===== config.mk =====
export PLATFORM = sky130hd
export DESIGN_NAME = i2c_req_manager
export DESIGN_NICKNAME = d
export VERILOG_FILES = /design/src/rtl/i2c_req_manager.sv
export SDC_FILE = /design/constraint.sdc
export NUM_CORES = 1
export LEC_CHECK = 0
export CAP_MARGIN = 20
export CORE_MARGIN = 2
export CORE_UTILIZATION = 53
export DETAILED_ROUTE_END_ITERATION = 10
export PLACE_DENSITY = 0.87
export SKIP_CTS_REPAIR_TIMING = 1
export SLEW_MARGIN = 20
export SYNTH_ARGS = -nofsm -noshare
export SYNTH_HDL_FRONTEND = slang
export SYNTH_SLANG_ARGS = --single-unit

===== constraint.sdc =====
create_clock -name i_clk -period 3.9 [get_ports i_clk]
set_clock_uncertainty 0.05 [all_clocks]
set_input_delay 0.78 -clock i_clk [delete_from_list [all_inputs] [get_ports i_clk]]
set_output_delay 0.78 -clock i_clk [all_outputs]
set_load 0.005 [all_outputs]

===== src/rtl/i2c_req_manager.sv =====
// I2C request manager: turns one register-access request into a sequence of
// start / byte / stop requests for the bus-level generators.
//   START, {slave,~we}, reg_addr, N data bytes, STOP  (no repeated start)

package i2c_pkg;
  typedef enum logic [1:0] {
    START = 2'd0,
    BYTE  = 2'd1,
    STOP  = 2'd2
  } t_gen_states;
endpackage

module i2c_req_manager
  import i2c_pkg::*;
#(
  parameter int BURST_WIDTH = 4
) (
  input  logic                   i_clk,
  input  logic                   i_rst,
  input  logic                   i_enable,
  input  logic                   i_valid,
  input  logic                   i_we,
  input  logic                   i_sccb_mode,
  input  logic [6:0]             i_addr_slave,
  input  logic [7:0]             i_addr_reg,
  input  logic [BURST_WIDTH-1:0] i_burst_num,
  output logic                   o_ready,
  input  logic                   i_valid_wr_byte,
  input  logic [7:0]             i_wr_byte,
  output logic                   o_ready_wr_byte,
  output logic [7:0]             o_wr_byte,
  input  logic                   i_byte_ready,
  input  logic                   i_wr_ack,
  input  logic                   i_wr_nack,
  input  logic                   i_rd_valid,
  input  logic                   i_start_stop_done,
  input  logic                   i_start_ready,
  input  logic                   i_stop_ready,
  output t_gen_states            o_active_gen,
  output t_gen_states            o_active_gen_next,
  output logic                   o_req_valid,
  output logic                   o_req_we,
  output logic                   o_req_last_byte
);

  // One extra bit so burst_num = all-ones yields 2^BURST_WIDTH bytes
  localparam int CW = BURST_WIDTH + 1;

  typedef enum logic [2:0] {
    IDLE, START_REQ, START_WAIT, BYTE_LOAD, BYTE_REQ, BYTE_WAIT, STOP_REQ, STOP_WAIT
  } t_state;

  // Which byte of the frame is in flight
  typedef enum logic [1:0] {
    SEL_SLAVE, SEL_REG, SEL_DATA
  } t_sel;

  t_state                 state_reg;
  t_sel                   sel_reg;
  logic [CW-1:0]          data_cnt_reg;
  logic                   we_reg;
  logic                   sccb_reg;
  logic [6:0]             slave_addr_reg;
  logic [7:0]             reg_addr_reg;
  logic [BURST_WIDTH-1:0] burst_reg;

  logic [CW-1:0] total_bytes;
  logic          is_last;
  logic          data_is_rd;
  logic          accept;
  logic          byte_done;
  logic          byte_nack;

  // SCCB always moves a single data byte regardless of burst_num
  assign total_bytes = sccb_reg ? CW'(1) : ({1'b0, burst_reg} + CW'(1));
  assign is_last     = (sel_reg == SEL_DATA) && (data_cnt_reg == total_bytes - CW'(1));
  assign data_is_rd  = (sel_reg == SEL_DATA) && !we_reg;

  // Reset gating keeps o_ready low while the block is held in reset
  assign o_ready   = i_rst && i_enable && (state_reg == IDLE);
  assign accept    = i_valid && o_ready;
  assign byte_nack = (state_reg == BYTE_WAIT) && i_wr_nack;
  assign byte_done = (state_reg == BYTE_WAIT) && !i_wr_nack &&
                     (data_is_rd ? i_rd_valid : i_wr_ack);

  // Next bus owner, derived from the same transitions the FSM takes
  always_comb begin
    o_active_gen_next = o_active_gen;
    if (!i_rst)
      o_active_gen_next = STOP;
    else if (accept)
      o_active_gen_next = START;
    else if ((state_reg == START_WAIT) && i_start_stop_done)
      o_active_gen_next = BYTE;
    else if (byte_nack)
      o_active_gen_next = STOP;
    else if (byte_done)
      o_active_gen_next = is_last ? STOP : BYTE;
  end

  // Main sequencer with registered request outputs
  always_ff @(posedge i_clk or negedge i_rst) begin
    if (!i_rst) begin
      state_reg       <= IDLE;
      sel_reg         <= SEL_SLAVE;
      data_cnt_reg    <= '0;
      we_reg          <= 1'b0;
      sccb_reg        <= 1'b0;
      slave_addr_reg  <= '0;
      reg_addr_reg    <= '0;
      burst_reg       <= '0;
      o_active_gen    <= STOP;
      o_req_valid     <= 1'b0;
      o_ready_wr_byte <= 1'b0;
      o_wr_byte       <= '0;
      o_req_we        <= 1'b0;
      o_req_last_byte <= 1'b0;
    end else begin
      o_active_gen    <= o_active_gen_next;
      o_req_valid     <= 1'b0;
      o_ready_wr_byte <= 1'b0;
      case (state_reg)
        IDLE: begin
          if (accept) begin
            we_reg         <= i_we;
            sccb_reg       <= i_sccb_mode;
            slave_addr_reg <= i_addr_slave;
            reg_addr_reg   <= i_addr_reg;
            burst_reg      <= i_burst_num;
            sel_reg        <= SEL_SLAVE;
            data_cnt_reg   <= '0;
            state_reg      <= START_REQ;
          end
        end
        START_REQ: begin
          if (i_start_ready) begin
            o_req_valid <= 1'b1;
            state_reg   <= START_WAIT;
          end
        end
        START_WAIT: begin
          if (i_start_stop_done) state_reg <= BYTE_LOAD;
        end
        BYTE_LOAD: begin
          case (sel_reg)
            SEL_SLAVE: begin
              o_wr_byte       <= {slave_addr_reg, ~we_reg};
              o_req_we        <= 1'b1;
              o_req_last_byte <= 1'b0;
              state_reg       <= BYTE_REQ;
            end
            SEL_REG: begin
              o_wr_byte       <= reg_addr_reg;
              o_req_we        <= 1'b1;
              o_req_last_byte <= 1'b0;
              state_reg       <= BYTE_REQ;
            end
            default: begin
              if (!we_reg) begin
                // Read: transmit all-ones so the slave can drive SDA
                o_wr_byte       <= 8'hFF;
                o_req_we        <= 1'b0;
                o_req_last_byte <= is_last;
                state_reg       <= BYTE_REQ;
              end else if (i_valid_wr_byte) begin
                o_wr_byte       <= i_wr_byte;
                o_ready_wr_byte <= 1'b1;
                o_req_we        <= 1'b1;
                o_req_last_byte <= is_last;
                state_reg       <= BYTE_REQ;
              end
            end
          endcase
        end
        BYTE_REQ: begin
          if (i_byte_ready) begin
            o_req_valid <= 1'b1;
            state_reg   <= BYTE_WAIT;
          end
        end
        BYTE_WAIT: begin
          if (byte_nack) begin
            o_req_last_byte <= 1'b0;
            state_reg       <= STOP_REQ;
          end else if (byte_done) begin
            o_req_last_byte <= 1'b0;
            case (sel_reg)
              SEL_SLAVE: begin
                sel_reg   <= SEL_REG;
                state_reg <= BYTE_LOAD;
              end
              SEL_REG: begin
                sel_reg   <= SEL_DATA;
                state_reg <= BYTE_LOAD;
              end
              default: begin
                if (is_last) begin
                  state_reg <= STOP_REQ;
                end else begin
                  data_cnt_reg <= data_cnt_reg + CW'(1);
                  state_reg    <= BYTE_LOAD;
                end
              end
            endcase
          end
        end
        STOP_REQ: begin
          if (i_stop_ready) begin
            o_req_valid <= 1'b1;
            state_reg   <= STOP_WAIT;
          end
        end
        STOP_WAIT: begin
          if (i_start_stop_done) state_reg <= IDLE;
        end
        default: state_reg <= IDLE;
      endcase
    end
  end

endmodule


After elaboration in Yosys (flattened, before gate mapping)
Index checks and enable logic that the tools add are counted.

Register bits: 45. Input port bits: 41. Logic and storage cells: 119.

Add/sub/neg operators: 3. Equal/unequal tests: 25. Muxes and demuxes: 53. Bitwise gates (word level): 1. Reduce and logical (&&, ||, !) cells: 23.

Operators with widths (count): $mux 3 (13); $mux 5 (6); $pmux 3 s8 (1); $ne 2x2->1 const B (10); $mux 2 (9); $mux 1 (16); $mux 8 (2); $pmux 8 s2 (1); $eq 3x3->1 const B (4); $pmux 5 s2 (1); $logic_and 1x1->1 (9); $pmux 2 s2 (2); $reduce_and 8->1 (1); $eq 3x2->1 const B (2); $ne 3x3->1 const B (2); $reduce_and 2->1 (3); $reduce_and 6->1 (1); $add 4x1->5 const B (1); $add 5x1->5 const B (1); $eq 5x5->1 (1); $reduce_and 5->1 (1); $sub 5x1->5 const B (1); $ne 4x2->1 const B (1); $ne 4x4->1 const B (1); 13 further kinds (15).

Longest topological paths before layout
Word-level depth: 11. Mapped depth: 9.

Worst setup path after synthesis
No wires, ideal clock.

Path type: register to output. Start point: register burst_reg[0]. End point: output o_active_gen_next[1]. Arrival: 2131 ps. Data required time: 3070 ps. Slack: 939 ps. Cell stages (with the launch flop): 10. Buffers on the path: 1. Cell sequence: dfrtp_1 ha_1 and2b_1 xor2_1 or2_1 a32oi_1 a31oi_1 buf_4 and2b_2 o21ai_0.

Cells in the longest elaborated chain, start to end: 11.

Ends and longest elaborated chain: start, declared (RTL line 65) `logic [BURST_WIDTH-1:0] burst_reg;`; start signal, assigned (RTL line 129) `burst_reg <= i_burst_num;`; $add 4x1->5 (RTL line 75) `assign total_bytes = sccb_reg ? CW'(1) : ({1'b0, burst_reg} + CW'(1));`; $mux 5 (RTL line 75); $sub 5x1->5 (RTL line 76) `assign is_last = (sel_reg == SEL_DATA) && (data_cnt_reg == total_bytes - CW'(1));`; $eq 5x5->1 (RTL line 76); $logic_and 1x1->1 (RTL line 76); $mux 2 (RTL line 98) `o_active_gen_next = is_last ? STOP : BYTE;`; $mux 2 (RTL line 97) `else if (byte_done)`; $mux 2 (RTL line 95) `else if (byte_nack)`; $mux 2 (RTL line 93) `else if ((state_reg == START_WAIT) && i_start_stop_done)`; $mux 2 (RTL line 91) `else if (accept)`; $mux 2 (RTL line 89) `if (!i_rst)`; end, declared (RTL line 40) `output t_gen_states o_active_gen_next,`.

Every way passes these cells.

Worst setup path after layout
Start point: register burst_reg[0]. End point: output o_active_gen_next[0].

The elaborated chain is that of the path after synthesis.

==> results by stage <==
Yosys:
- The synthesized instance count is 269.
- The predominant post-synthesis flop cell is dfrtp_1.
- The share of the Yosys chip area taken by registers is between 40 and 50%.
- Counting flops with a built-in enable in the synthesized netlist gives 0.
- The mapped netlist covers 2360 um2.
- Sorting the synthesized cells by area gives the leading types as dfrtp_1 (47%), nand2_1 (14%), o21ai_0 (3.8%), mux2_2 (3.3%), o22ai_1 (2.4%).
- The flip-flop and latch count after synthesis is between 40 and 50.
- The count of synthesis-stage warnings from yosys is 0.
- The cell accounting for the most synthesized area is dfrtp_1.
- The post-synthesis async set-or-reset flop share is 100%.
- By count the netlist is led by nand2_1 (87), dfrtp_1 (44), o21ai_0 (18).
- The number of different library cells used by synthesis comes to 49.
- The area share of the leading cell type in the synthesized netlist is a little under half.
- The synthesized area per cell is between 8 and 9 um2.
- The most common cell in the synthesized netlist is nand2_1.
- The synthesized net count is 312.

Clock tree:
- The clock tree root driver cell is clkbuf_8.
- The clock tree synthesis step divided the H-tree into 2 levels.
- TritonCTS created 5 clock buffers.
- The clock passes through at most 2 buffers.
- The clock tree from TritonCTS is done.
- Clock latency on the worst-skew pair, taken at its later pin, is roughly 0.3 ns.
- The clock input transition at the sequential cells of the worst setup and hold paths is around 0.090 ns.
- The number of clock sinks seen by CTS is 45.

STA:
- Subtracting the final worst setup slack from the clock period gives 3.75 ns.
- The final critical-path share of the clock period is between 90% and 100%.
- The setup violation total in the final timing report is 0.
- For the pin with the worst max-slew slack, the measured transition is approximately 0.9 ns.
- The number of slew-limit violations in the final report is 0.
- Timing would allow up to around 270 MHz.
- Setup repair after global routing left no endpoint under its margin.
- Hold is met by slightly above 0.3 ns.
- The worst pin sits at a relative slew slack of 40.2%.
- The final number of hold-violating endpoints is 0.

Floorplanning:
- The region available for standard cell placement spans between 4000 and 5000 um2.
- The initial cell density of the core is ~55%.
- The floorplan has 24 rows.
- The die boundary width is just over 70 um.
- The I/O pin count is 58.
- The die is 70.7 um tall.
- The die footprint is ~5000 um2.

Power:
- Total power for the finished layout comes to a little under 0.002 W.
- Across the VDD grid, the largest voltage drop is about 0.36 mV.
- The leakage power is 1.38 nW.
- The power density of the placed cells is roughly 640 nW/um2.

Setup path:
- The endpoint identified for the worst register-to-register timing path is data_cnt_reg[3]$_DFFE_PN0P_.
- The worst setup path is of the reg -> out kind.
- Traced cell by cell, the critical path runs through ha_1 > and2b_1 > xor2_2 > or2_1 > a32oi_2 > a31oi_2 > buf_4 > a221oi_2 > clkdlybuf4s50_1.
- The number of cell instances on the worst register-to-register path is 9.
- The critical path's largest stage delay is approximately 0.55 ns.
- The reg2reg setup slack is 1.37 ns.
- The arrival time of data at the critical path endpoint is roughly 2.9 ns.
- The largest fanout of any net on the critical path is 6.
- The worst setup path is captured at an output port.
- For the worst setup path, the data required time is ~3.1 ns.
- The cell with the biggest individual delay on the critical path is clkdlybuf4s50_1.
- In this run the critical register-to-register path is launched from burst_reg[0]$_DFFE_PN0P_.
- The worst setup path is launched from a flop.

Route:
- The first routing iteration left between 100 and 150 violations.
- The remaining antenna violation count is 0.
- The total length of routed wires is about 5600 um.
- The wire length on met1 is ~2400 um.
- The length of routed met3 wiring is approximately 340 um.
- The top routing layer in use is met4.
- The routed layout has about 2,200 vias.
- The first detailed-routing pass ran for 4 iterations.
- For this run, design rule violations remaining after detail routing come to 0.
- The met2 wire length is roughly 2800 um.
- The routed via count divided by cell count is 5.70.
- After detailed routing, the average wire length per cell comes to around 15 um.

Hold path:
- The class of the tightest hold or removal check is in -> async.

Finish:
- The repair_antennas step left the layout with diodes totalling 0.
- The area growth from synthesis to layout is 31.5%.
- The final cell count without fillers is 380.
- Of the cells placed in the final design, the portion with a size suffix greater than 1 is approximately 11%.
- The number of nets in the layout is between 300 and 400.
- The number of fill cells is about 350.
- At the end of the flow the core is filled with cells to around 72%.

GRT:
- The wire length of the first global-routing pass is 9570 um.
- The combined global-route utilization of all metal layers is 23.9%.
- The via count of the first global-routing pass is approximately 2,200.
- Entering global routing, the biggest net connects 36 pins.
- For this run the aggregate overflow at the end of global routing stands at 0.
- The number of antenna violations at the first check in global routing came to 0.

Outcome:
- The flow ran to the end, and the final reports show no timing, DRC or antenna violations.

Placed design:
- The final weighted congestion in routability-driven placement is ~0.85.
- The count of buffers inserted at the top-level ports is between 50 and 60.
- Detailed placement ended at an HPWL of 4030 um.
- The number of cells in the design after placement is roughly 370.

Flow run:
- Max-cap violations in this run came to 0.
through the flow:
step | setup WS (ns) | TNS (ns) | cell area [um2]
3_5_place_dp | 0.279 | 0 | 2970
3_3_place_gp | 0.382 | 0 | 2970
6_report | 0.148 | 0 | 3100
5_1_grt | 0.0273 | 0 | 3100
4_1_cts | -0.0623 | -0.0623 | 3060
2_1_floorplan | 0.939 | 0 | 2360
worst max-delay path by stage:
stage,from,endpoint,depth (start not counted)
2_1_floorplan,burst_reg[0]$_DFFE_PN0P_,o_active_gen_next[1],9
3_3_place_gp,burst_reg[0]$_DFFE_PN0P_,o_active_gen_next[1],9
3_5_place_dp,burst_reg[0]$_DFFE_PN0P_,o_active_gen_next[1],9
4_1_cts,burst_reg[0]$_DFFE_PN0P_,o_active_gen_next[1],9
5_1_grt,burst_reg[0]$_DFFE_PN0P_,o_active_gen_next[1],9
6_report,burst_reg[0]$_DFFE_PN0P_,o_active_gen_next[0],9
routing by layer:
metal  up-vias  GRT usage [%]
met5         -              0
met4         0           5.87
met3         3           4.70
met2        70           40.6
met1      1062           31.6
li1       1032              -
where the power goes:
group          internal [W]  switching, W  total, W
combinational      0.000461      0.000408  0.000870
sequential         0.000646      0.000168  0.000814
clock              0.000124      0.000164  0.000288
total               0.00123      0.000740   0.00197
cell families after synthesis:
| group | synth area share (%) |
|---|---|
| simple gates | 26.9 |
| compound gates | 12.5 |
| flops | 47.8 |
| buf+inv | 3.39 |
| mux | 5.46 |
| xor+xnor | 2.97 |
| fa+ha+maj | 1.06 |
worst max-delay path: cells and delay by family (launching register included):
kind,cells,cell delay (ns)
XOR/XNOR,1,0.17
flip-flops,1,0.45
AO/OA/AOI/OAI,3,0.55
buffers and inverters,2,0.71
adder cells (fa/ha/maj),1,0.30
AND/OR/NAND/NOR,2,0.45
placed cells by master, fill, tap and decap left out, types with 7 or more instances in the layout:
master / count
nand2_1: 87
clkdlybuf4s50_1: 56
dfrtp_1: 44
o21ai_0: 17
nor2_1: 9
o22ai_1: 9
a21oi_1: 9
buf_4: 8
nand3_1: 7
mux2_2: 7
cell type report:
cell class	instances	area (um2)	share of cell area, %
multi-input combinational	207	1190	38.3
sequential	45	1130	36.3
timing repair buffer	65	626	20.2
clock buffer	5	68.8	2.22
tap	52	65.1	2.10
clock inverter	3	17.5	0.565
inverter	3	11.3	0.363
(Power assumes the default switching activity.)
